<file path="src/rtl/pio_led_pkg.sv">
// Shared constants for the LED PIO: register word addresses and the reset
// values of the control registers. Values wider than a particular instance
// are sliced down to the parameter widths in the top module.
package pio_led_pkg;

  localparam logic [2:0] ADDR_DATA       = 3'd0;
  localparam logic [2:0] ADDR_SET        = 3'd1;
  localparam logic [2:0] ADDR_CLEAR      = 3'd2;
  localparam logic [2:0] ADDR_BLINK_MASK = 3'd3;
  localparam logic [2:0] ADDR_DUTY       = 3'd4;
  localparam logic [2:0] ADDR_BLINK_HALF = 3'd5;

  // Duty resets to full brightness so the LEDs show DATA straight out of reset
  localparam logic [31:0] DUTY_RESET       = 32'hFFFF_FFFF;
  localparam logic [31:0] BLINK_MASK_RESET = 32'h0000_0000;
  localparam logic [31:0] BLINK_HALF_RESET = 32'h0000_0000;

endpackage

</file>
<file path="src/rtl/pio_led_blink_timer.sv">
// Blink half-period timer. Counts 0..half_period-1 and toggles phase at the
// terminal count, so every half-period lasts exactly half_period cycles.
// A half_period of zero parks the timer with phase high (LEDs steady on).
// A reload (register write) restarts the count with phase high on the same
// edge, which also keeps a shrinking half_period from stranding the counter.
module pio_led_blink_timer #(
  parameter int BLINK_BITS = 24
) (
  input  logic                  clk,
  input  logic                  reset,
  input  logic [BLINK_BITS-1:0] half_period,
  input  logic                  reload,
  output logic                  phase
);

  logic [BLINK_BITS-1:0] blink_cnt;

  // Half-period counter and phase toggle, restarted on reload or when disabled
  always_ff @(posedge clk or posedge reset) begin
    if (reset) begin
      blink_cnt <= '0;
      phase     <= 1'b1;
    end else if (reload || (half_period == '0)) begin
      blink_cnt <= '0;
      phase     <= 1'b1;
    end else if (blink_cnt == (half_period - BLINK_BITS'(1))) begin
      blink_cnt <= '0;
      phase     <= ~phase;
    end else begin
      blink_cnt <= blink_cnt + BLINK_BITS'(1);
    end
  end

endmodule

</file>
<file path="src/rtl/pio_led_pwm_blink.sv">
// Avalon-MM LED output PIO with atomic set/clear, per-bit blink mask and a
// global PWM brightness duty. Reads are combinational (zero wait states).
// Build option PIO_LED_PWM_EN: when defined, the PWM counter and DUTY
// register exist; when undefined, address 4 reads 0, writes to it are
// dropped and the LEDs are gated by blink only.
module pio_led_pwm_blink
  import pio_led_pkg::*;
#(
  parameter int               WIDTH       = 9,
  parameter int               PWM_BITS    = 8,
  parameter int               BLINK_BITS  = 24,
  parameter logic [WIDTH-1:0] RESET_VALUE = '0
) (
  input  logic             clk,
  input  logic             reset,
  input  logic [2:0]       address,
  input  logic             chipselect,
  input  logic             write_n,
  input  logic [31:0]      writedata,
  output logic [31:0]      readdata,
  output logic [WIDTH-1:0] out_port
);

  logic                  wr_en;
  logic [WIDTH-1:0]      data_reg;
  logic [WIDTH-1:0]      blink_mask;
  logic [BLINK_BITS-1:0] blink_half;
  logic                  phase;
  logic                  pwm_on;
  logic                  unused_wd;

  assign wr_en     = chipselect && !write_n;
  assign unused_wd = ^writedata;

  // Bus writes to DATA (direct, set, clear), blink mask and blink half-period
  always_ff @(posedge clk or posedge reset) begin
    if (reset) begin
      data_reg   <= RESET_VALUE;
      blink_mask <= BLINK_MASK_RESET[WIDTH-1:0];
      blink_half <= BLINK_HALF_RESET[BLINK_BITS-1:0];
    end else if (wr_en) begin
      case (address)
        ADDR_DATA:       data_reg   <= writedata[WIDTH-1:0];
        ADDR_SET:        data_reg   <= data_reg | writedata[WIDTH-1:0];
        ADDR_CLEAR:      data_reg   <= data_reg & ~writedata[WIDTH-1:0];
        ADDR_BLINK_MASK: blink_mask <= writedata[WIDTH-1:0];
        ADDR_BLINK_HALF: blink_half <= writedata[BLINK_BITS-1:0];
        default: ;
      endcase
    end
  end

  pio_led_blink_timer #(
    .BLINK_BITS (BLINK_BITS)
  ) u_blink_timer (
    .clk         (clk),
    .reset       (reset),
    .half_period (blink_half),
    .reload      (wr_en && (address == ADDR_BLINK_HALF)),
    .phase       (phase)
  );

`ifdef PIO_LED_PWM_EN
  logic [PWM_BITS-1:0] duty;
  logic [PWM_BITS-1:0] pwm_cnt;

  // Free-running PWM counter and DUTY register; a duty write never resets the counter
  always_ff @(posedge clk or posedge reset) begin
    if (reset) begin
      duty    <= DUTY_RESET[PWM_BITS-1:0];
      pwm_cnt <= '0;
    end else begin
      pwm_cnt <= pwm_cnt + PWM_BITS'(1);
      if (wr_en && (address == ADDR_DUTY)) begin
        duty <= writedata[PWM_BITS-1:0];
      end
    end
  end

  // Full duty is special-cased so it never drops out for a cycle
  assign pwm_on = (duty == '1) || (pwm_cnt < duty);
`else
  assign pwm_on = 1'b1;
`endif

  // Combinational register read, zero-extended, quiet when not selected
  always_comb begin
    readdata = '0;
    if (chipselect) begin
      case (address)
        ADDR_DATA, ADDR_SET, ADDR_CLEAR: readdata = 32'(data_reg);
        ADDR_BLINK_MASK:                 readdata = 32'(blink_mask);
`ifdef PIO_LED_PWM_EN
        ADDR_DUTY:                       readdata = 32'(duty);
`endif
        ADDR_BLINK_HALF:                 readdata = 32'(blink_half);
        default:                         readdata = '0;
      endcase
    end
  end

  assign out_port = data_reg & {WIDTH{pwm_on}} & (~blink_mask | {WIDTH{phase}});

endmodule
</file>
<file path="config.mk">
export PLATFORM = sky130hd
export DESIGN_NAME = pio_led_pwm_blink
export DESIGN_NICKNAME = d
export VERILOG_FILES = /design/src/rtl/pio_led_pkg.sv /design/src/rtl/pio_led_blink_timer.sv /design/src/rtl/pio_led_pwm_blink.sv
export SDC_FILE = /design/constraint.sdc
export NUM_CORES = 1
export LEC_CHECK = 0
export ABC_AREA = 0
export CORE_AREA = 2 2 143 89
export CTS_CLUSTER_SIZE = 16
export DETAILED_ROUTE_END_ITERATION = 12
export DIE_AREA = 0 0 145 91
export PLACE_DENSITY = 0.67
export SKIP_LAST_GASP = 1
export SLEW_MARGIN = 15
export SYNTH_ARGS = -nofsm -noshare
export SYNTH_HDL_FRONTEND = slang
export SYNTH_SLANG_ARGS = --single-unit
</file>
<file path="constraint.sdc">
create_clock -name clk -period 2.55 [get_ports clk]
set_input_delay 0.255 -clock clk [delete_from_list [all_inputs] [get_ports clk]]
set_output_delay 0.255 -clock clk [all_outputs]
set_load 0.05 [all_outputs]
</file>
# [Yosys cells after proc, flatten, opt, wreduce, memory -nomap -nowiden]
# Cells that the tools add are included.
[totals] in_bits=39 reg_bits=67 word_cells=38 output_inout_bits=41
[op_classes] n_mux=7 n_eq_ne=5 n_reduce_logical=12 bitwise_logic=7 n_addsub=2
[ops] operator="2-to-1 mux 24 bit" count=3
[ops] operator="one-hot mux 24 bit (3 select lines)" count=1
[ops] operator="one-hot mux 9 bit (3 select lines)" count=1
[ops] operator="adder 24 x 1 -> 24 bit, second input constant" count=1
[ops] operator="== test 24 bit" count=1
[ops] operator="zero test 24 bit" count=1
[ops] operator="subtractor 24 x 1 -> 24 bit, second input constant" count=1
[ops] operator="AND 9 bit" count=2
[ops] operator="inverter 9 bit" count=2
[ops] operator="OR 9 bit" count=2
[ops] operator="== test 3 x 2 -> 1 bit, second input constant" count=2
[ops] operator="AND reduction 2 bit" count=3
[ops] operator="== test 3 x 1 -> 1 bit, second input constant" count=1
[ops] operator="== test 3 bit, second input constant" count=1
[ops] operator="zero test 3 bit" count=1
[ops] operator="nonzero test 3 bit" count=1
[ops] operator="OR reduction 3 bit" count=1
[ops] operator="logical AND 1 bit" count=2
[ops] operator="2-to-1 mux 1 bit" count=2
[ops] operator="nonzero test 2 bit" count=1
[ops] operator="zero test 1 bit" count=1
[ops] operator="logical OR 1 bit" count=1
[ops] operator="inverter 1 bit" count=1

# [Longest topological paths before layout]
[depth] depth_word=5 mapped_depth=12 mapped_depth_nobuf=9

# [Cells and area by module]
# Synthesis repeated with hierarchy kept, for this count alone.
[unflattened] hier_cells=439 area_unflattened_um2=4409.2
[by_module_without_submodules] mod="pio_led_blink_timer" cells_per_inst=254 area_per_inst_um2=2249.7 seq_area_each_um2=626.9 instances=1
[by_module_without_submodules] mod="pio_led_pwm_blink" cells_per_inst=185 area_per_inst_um2=2159.6 seq_area_each_um2=1051.0 instances=1

# [Worst setup path before layout]
# No wires, ideal clock.
[synth_timing] kind="reg2reg" from="reg blink_half[0]" to="reg u_blink_timer.blink_cnt[14]" required_ps=2410 arrival_ps=2462 setup_time_ps=140 slack_ps=-51 n_path_buf=2 stages_incl_launch_ff=12 period_less_slack_ps=2601 path_cell_list="dfrtp_1 clkbuf_1 inv_1 ha_1 nor4b_2 nand4_1 or3_1 o41ai_1 o21ai_1 nor4_4 buf_6 nor3_2"
[synth_between] elab_chain_cells=4 word_cells_on_any_way=6 cone_classes="add/sub (1); eq/ne (1); mux (2); reduce/logical (2)"
[synth_rtl] item="start, declared" line_no="pio_led_pwm_blink.sv:27" rtl="logic [BLINK_BITS-1:0] blink_half;"
[synth_rtl] item="start signal, assigned" line_no="pio_led_pwm_blink.sv:40" rtl="blink_half <= BLINK_HALF_RESET[BLINK_BITS-1:0];"
[synth_rtl] item="start signal, assigned" line_no="pio_led_pwm_blink.sv:47" rtl="ADDR_BLINK_HALF: blink_half <= writedata[BLINK_BITS-1:0];"
[synth_rtl] item="subtractor 24 x 1 -> 24 bit" line_no="pio_led_blink_timer.sv:26" rtl="end else if (blink_cnt == (half_period - BLINK_BITS'(1))) begin"
[synth_rtl] item="== test 24 bit" line_no="pio_led_blink_timer.sv:26"
[synth_rtl] item="2-to-1 mux 24 bit" line_no="pio_led_blink_timer.sv:26"
[synth_rtl] item="2-to-1 mux 24 bit *" line_no="pio_led_blink_timer.sv:23" rtl="end else if (reload || (half_period == '0)) begin"
[synth_rtl] item="end signal, assigned" line_no="pio_led_blink_timer.sv:30" rtl="blink_cnt <= blink_cnt + BLINK_BITS'(1);"
[synth_rtl] item="end, declared" line_no="pio_led_blink_timer.sv:16" rtl="logic [BLINK_BITS-1:0] blink_cnt;"
# Mark *: on every way between the ends. The rest lies on a longest branch, timed or not.
# A chain may end at the register's enable or synchronous reset.

# [Worst setup path in the final report]
[layout_timing] from="reg blink_half[9]" to="reg u_blink_timer.blink_cnt[18]"
# Same word-level chain as after synthesis.

==> metrics.md <==
| Metric | Value |
|---|---|
| Outcome | finished, final reports clean |
| Iter 0 DRT Violations | 229 |
| Row cnt | 31 |
| Layout area overhead | 38.6% |
| Max-Cap Viols | 0 |
| Crit path max fanout | 6 |
| Post-DP Area | around 5700 um^2 |
| Critical path arrival | ~2.8 ns |
| Inserted Clock Buffers | 9 |
| HP Class | input port to async pin |
| Sequential cell area fraction in the yosys report | about 38% |
| RSZ-0062 raised after global routing | true |
| Most common flop cell mapped by yosys | dfrtp_1 |
| Number of vias per cell | 5.38 |
| Req. time, crit path | 2.77 ns |
| Die ar. | 13200 um^2 |
| Simple-Gate Fraction of Synth Area | between 20 and 30% |
| Cts hold-fix bufs | 0 |
| Final setup fails | 0 |
| Post-synth EDFFs | 0 |
| WL final | approximately 13000 um |
| Mux cell area share after synthesis | 8.26% |
| FF+latch count, synth | 67 |
| Tmin final | between 2 and 3 ns |
| P per Cell Area | 794 nW/um^2 |
| Routed Antenna Nets | 0 |
| Final Hold Fails | 0 |
| Final core occ | a little over half |
| Layout cells sized above 1 | 29.9% |
| Synth warn | 0 |
| Tot GR Track Use | 19.8% |
| Initial antenna violation count | 0 |
| CORE AREA | 11800 um^2 |
| Post-synthesis cell area | 4450 um^2 |
| Clock Skew | slightly above 0.005 ns |
| Slew margin rel. | 58.2% |
| Via count | 3945 |
| Setup TNS | 0 ns |
| Peak Freq | between 300 and 400 MHz |
| Non-filler cells, final | 733 |
| Root Driver | clkbuf_16 |
| Clk_lat worst skew | around 0.33 ns |
| Synth Area in XOR/XNOR | approximately 11% |
| CTS tree | done |
| Initial Utilization | 37.7% |
| Top cells by area, synth | dfrtp_1, mux2_2, xor2_1 |
| Largest family of logic cells by synthesized area | simple AND/OR/NAND/NOR gates |
| Max clock buf depth | 2 |
| Critical Path Source Type | register |
| Complex-gate fraction of the synthesized area | 9.16% |
| Global-route wire length before repair | 20800 um |
| Layout Nets | 604 |
| Unique cell type count in the Yosys netlist | 64 |
| Post-Syn Area per Cell | 9.58 um^2 |
| Worst-path clk slew | 0.06 ns |
| Pwr Total | 4.90 mW |
| Slew Viols, Final | 0 |
| Final Cycle Share | 99.5% |
| Port Buffers | 63 |
| Top Registers | blink_half (24), u_blink_timer.blink_cnt (24) |
| Area leader, netlist | dfrtp_1 |
| Clk sinks | 67 |
| Post-synthesis adder-cell area fraction | 0.562% |
| Post-synthesis cell count | 465 |
| Number of global-route vias before repair | between 3000 and 4000 |
| Worst Max-Slew Pin Slew | 0.626 ns |
| GP Congestion | 0.886 |
| Largest net degree at the start of global routing | 32 |
| Post-DR wirelength/cell | 17.4 um |
| DRT Pass-1 Iters | 5 |
| Die X | 145 um |
| Final HPWL from detailed placement | 9820 um |
| Standby leakage power | 2.64 nW |
| Die height | between 90 and 100 um |
| H-tree depth | 3 |
| Post-route cell area | between 6000 and 7000 um^2 |
| DRC viols | 0 |
| Gr ovfl total | 0 |
| Number of diodes | 0 |
| Synth async-reset ratio | 100% |
| Top-area cell type share of the netlist area | a little under two fifths |
| CP Class | register to register |
| Placed insts | 710 |
| Setup crit end kind | register |
| Max rail drop VDD | 419 uV |
| # IOs | 80 |
| Fill count | 1090 |
| Worst reg-to-reg setup slack | ~0.012 ns |
## cells by family (layout without fill, tap and decap cells)
family,Yosys count,after routing
and+or+nand+nor,200,200
adders and majority gates,2,2
DFF,67,67
AOI/OAI and AO/OA,65,65
other,1,8
xor gates and xnor gates,55,55
buffers and inverters,42,138
muxes,33,33
## path summary, 6_finish.rpt
kind | start | end | cells past startpoint
max | blink_half[9]$_DFFE_PP0P_ | u_blink_timer.blink_cnt[18]$_DFF_PP0_ | 11
max reg2reg | blink_half[9]$_DFFE_PP0P_ | u_blink_timer.blink_cnt[18]$_DFF_PP0_ | 11
max in group asynchronous | reset | u_blink_timer.blink_cnt[22]$_DFF_PP0_ | 3
min in group clk | writedata[17] | blink_half[17]$_DFFE_PP0P_ | 3
min | reset | data_reg[0]$_DFFE_PP0P_ | 2
min reg2reg | data_reg[8]$_DFFE_PP0P_ | data_reg[8]$_DFFE_PP0P_ | 2
## Yosys cell counts (all sizes together) (2+ instances only)
| cell type | instances |
|---|---|
| and4b | 2 |
| nand3b | 2 |
| mux2 | 30 |
| xnor2 | 19 |
| a211oi | 2 |
| nor4 | 10 |
| or3 | 4 |
| a211o | 2 |
| nor2b | 6 |
| a21o | 2 |
| or4 | 3 |
| o21ai | 18 |
| dfrtp | 66 |
| nor3b | 4 |
| a21boi | 9 |
| and2 | 3 |
| dlygate4sd1 | 2 |
| nor3 | 34 |
| and4 | 2 |
| nor4b | 3 |
| a21oi | 18 |
| xor2 | 36 |
| and3 | 21 |
| nand4 | 9 |
| mux2i | 3 |
| a31oi | 3 |
| ha | 2 |
| inv | 7 |
| a22oi | 4 |
| nor2 | 29 |
| nand3 | 26 |
| clkbuf | 17 |
| nand2 | 39 |
| buf | 15 |
## through the flow
stage	setup slack, ns	hold slack, ns
6_report	0.0121	0.348
5_1_grt	-0.115	0.407
4_1_cts	0.0116	0.359
3_5_place_dp	0.0297	0.517
3_3_place_gp	0.0835	0.506
2_1_floorplan	0.0188	0.372
## repair_timing
item | in CTS | in global routing
endpoints found under the setup margin | 0 | 25
resized for setup | 0 | 10
buffers inserted | 0 | 4
## layout make-up
type / instances / area [um^2] / area share [%]
Multi-Input combinational cell: 363 / 2590 / 42.0
Sequential cell: 67 / 1680 / 27.2
Timing Repair Buffer: 115 / 1340 / 21.7
Clock buffer: 10 / 239 / 3.87
Tap cell: 165 / 206 / 3.34
Clock inverter: 6 / 88.8 / 1.44
Inverter: 7 / 26.3 / 0.426
## critical path: stages (launching register included)
cell	delay (ns)
dfrtp_1	0.40
nor4_4	0.26
buf_4	0.17
nand4_1	0.21
buf_4	0.22
xnor2_2	0.14
a21oi_2	0.17
nand4_2	0.14
nor4_4	0.30
buf_6	0.18
buf_6	0.16
nor3_2	0.05
## power breakdown
part	total, mW	switching [mW]	leakage, nW	internal [mW]
Combinational	1.89	1.02	1.65	0.864
Sequential	1.68	0.347	0.836	1.33
Clock	1.34	0.459	0.155	0.881
Total	4.90	1.83	2.64	3.07
## metal layers
metal / global-route usage (%) / up-vias / share of wire [%]
li1: - / 1844 / -
met1: 29.2 / 1956 / 51
met2: 28.9 / 139 / 42
met5: 0 / - / 0
met3: 5.08 / 6 / 7.0
met4: 4.37 / 0 / 0.65
## cell usage in the layout (no fill, tap or decap), drive strengths merged, types with 3 or more instances in the layout
cell type,synthesis,routed
buf,15,74
and2,3,3
nor3,34,34
a31oi,3,3
nand4,9,9
a21boi,9,9
or4,3,3
dfrtp,66,66
inv,7,7
nand2,39,39
nor4b,3,3
and3,21,21
nor2,29,29
clkbuf,17,12
nor3b,4,4
nor2b,6,6
clkdlybuf4s50,1,39
a22oi,4,4
or3,4,4
nor4,10,10
xor2,36,36
xnor2,19,19
mux2i,3,3
mux2,30,30
a21oi,18,18
o21ai,18,18
conb,1,8
nand3,26,26
(Power assumes the default switching activity.)
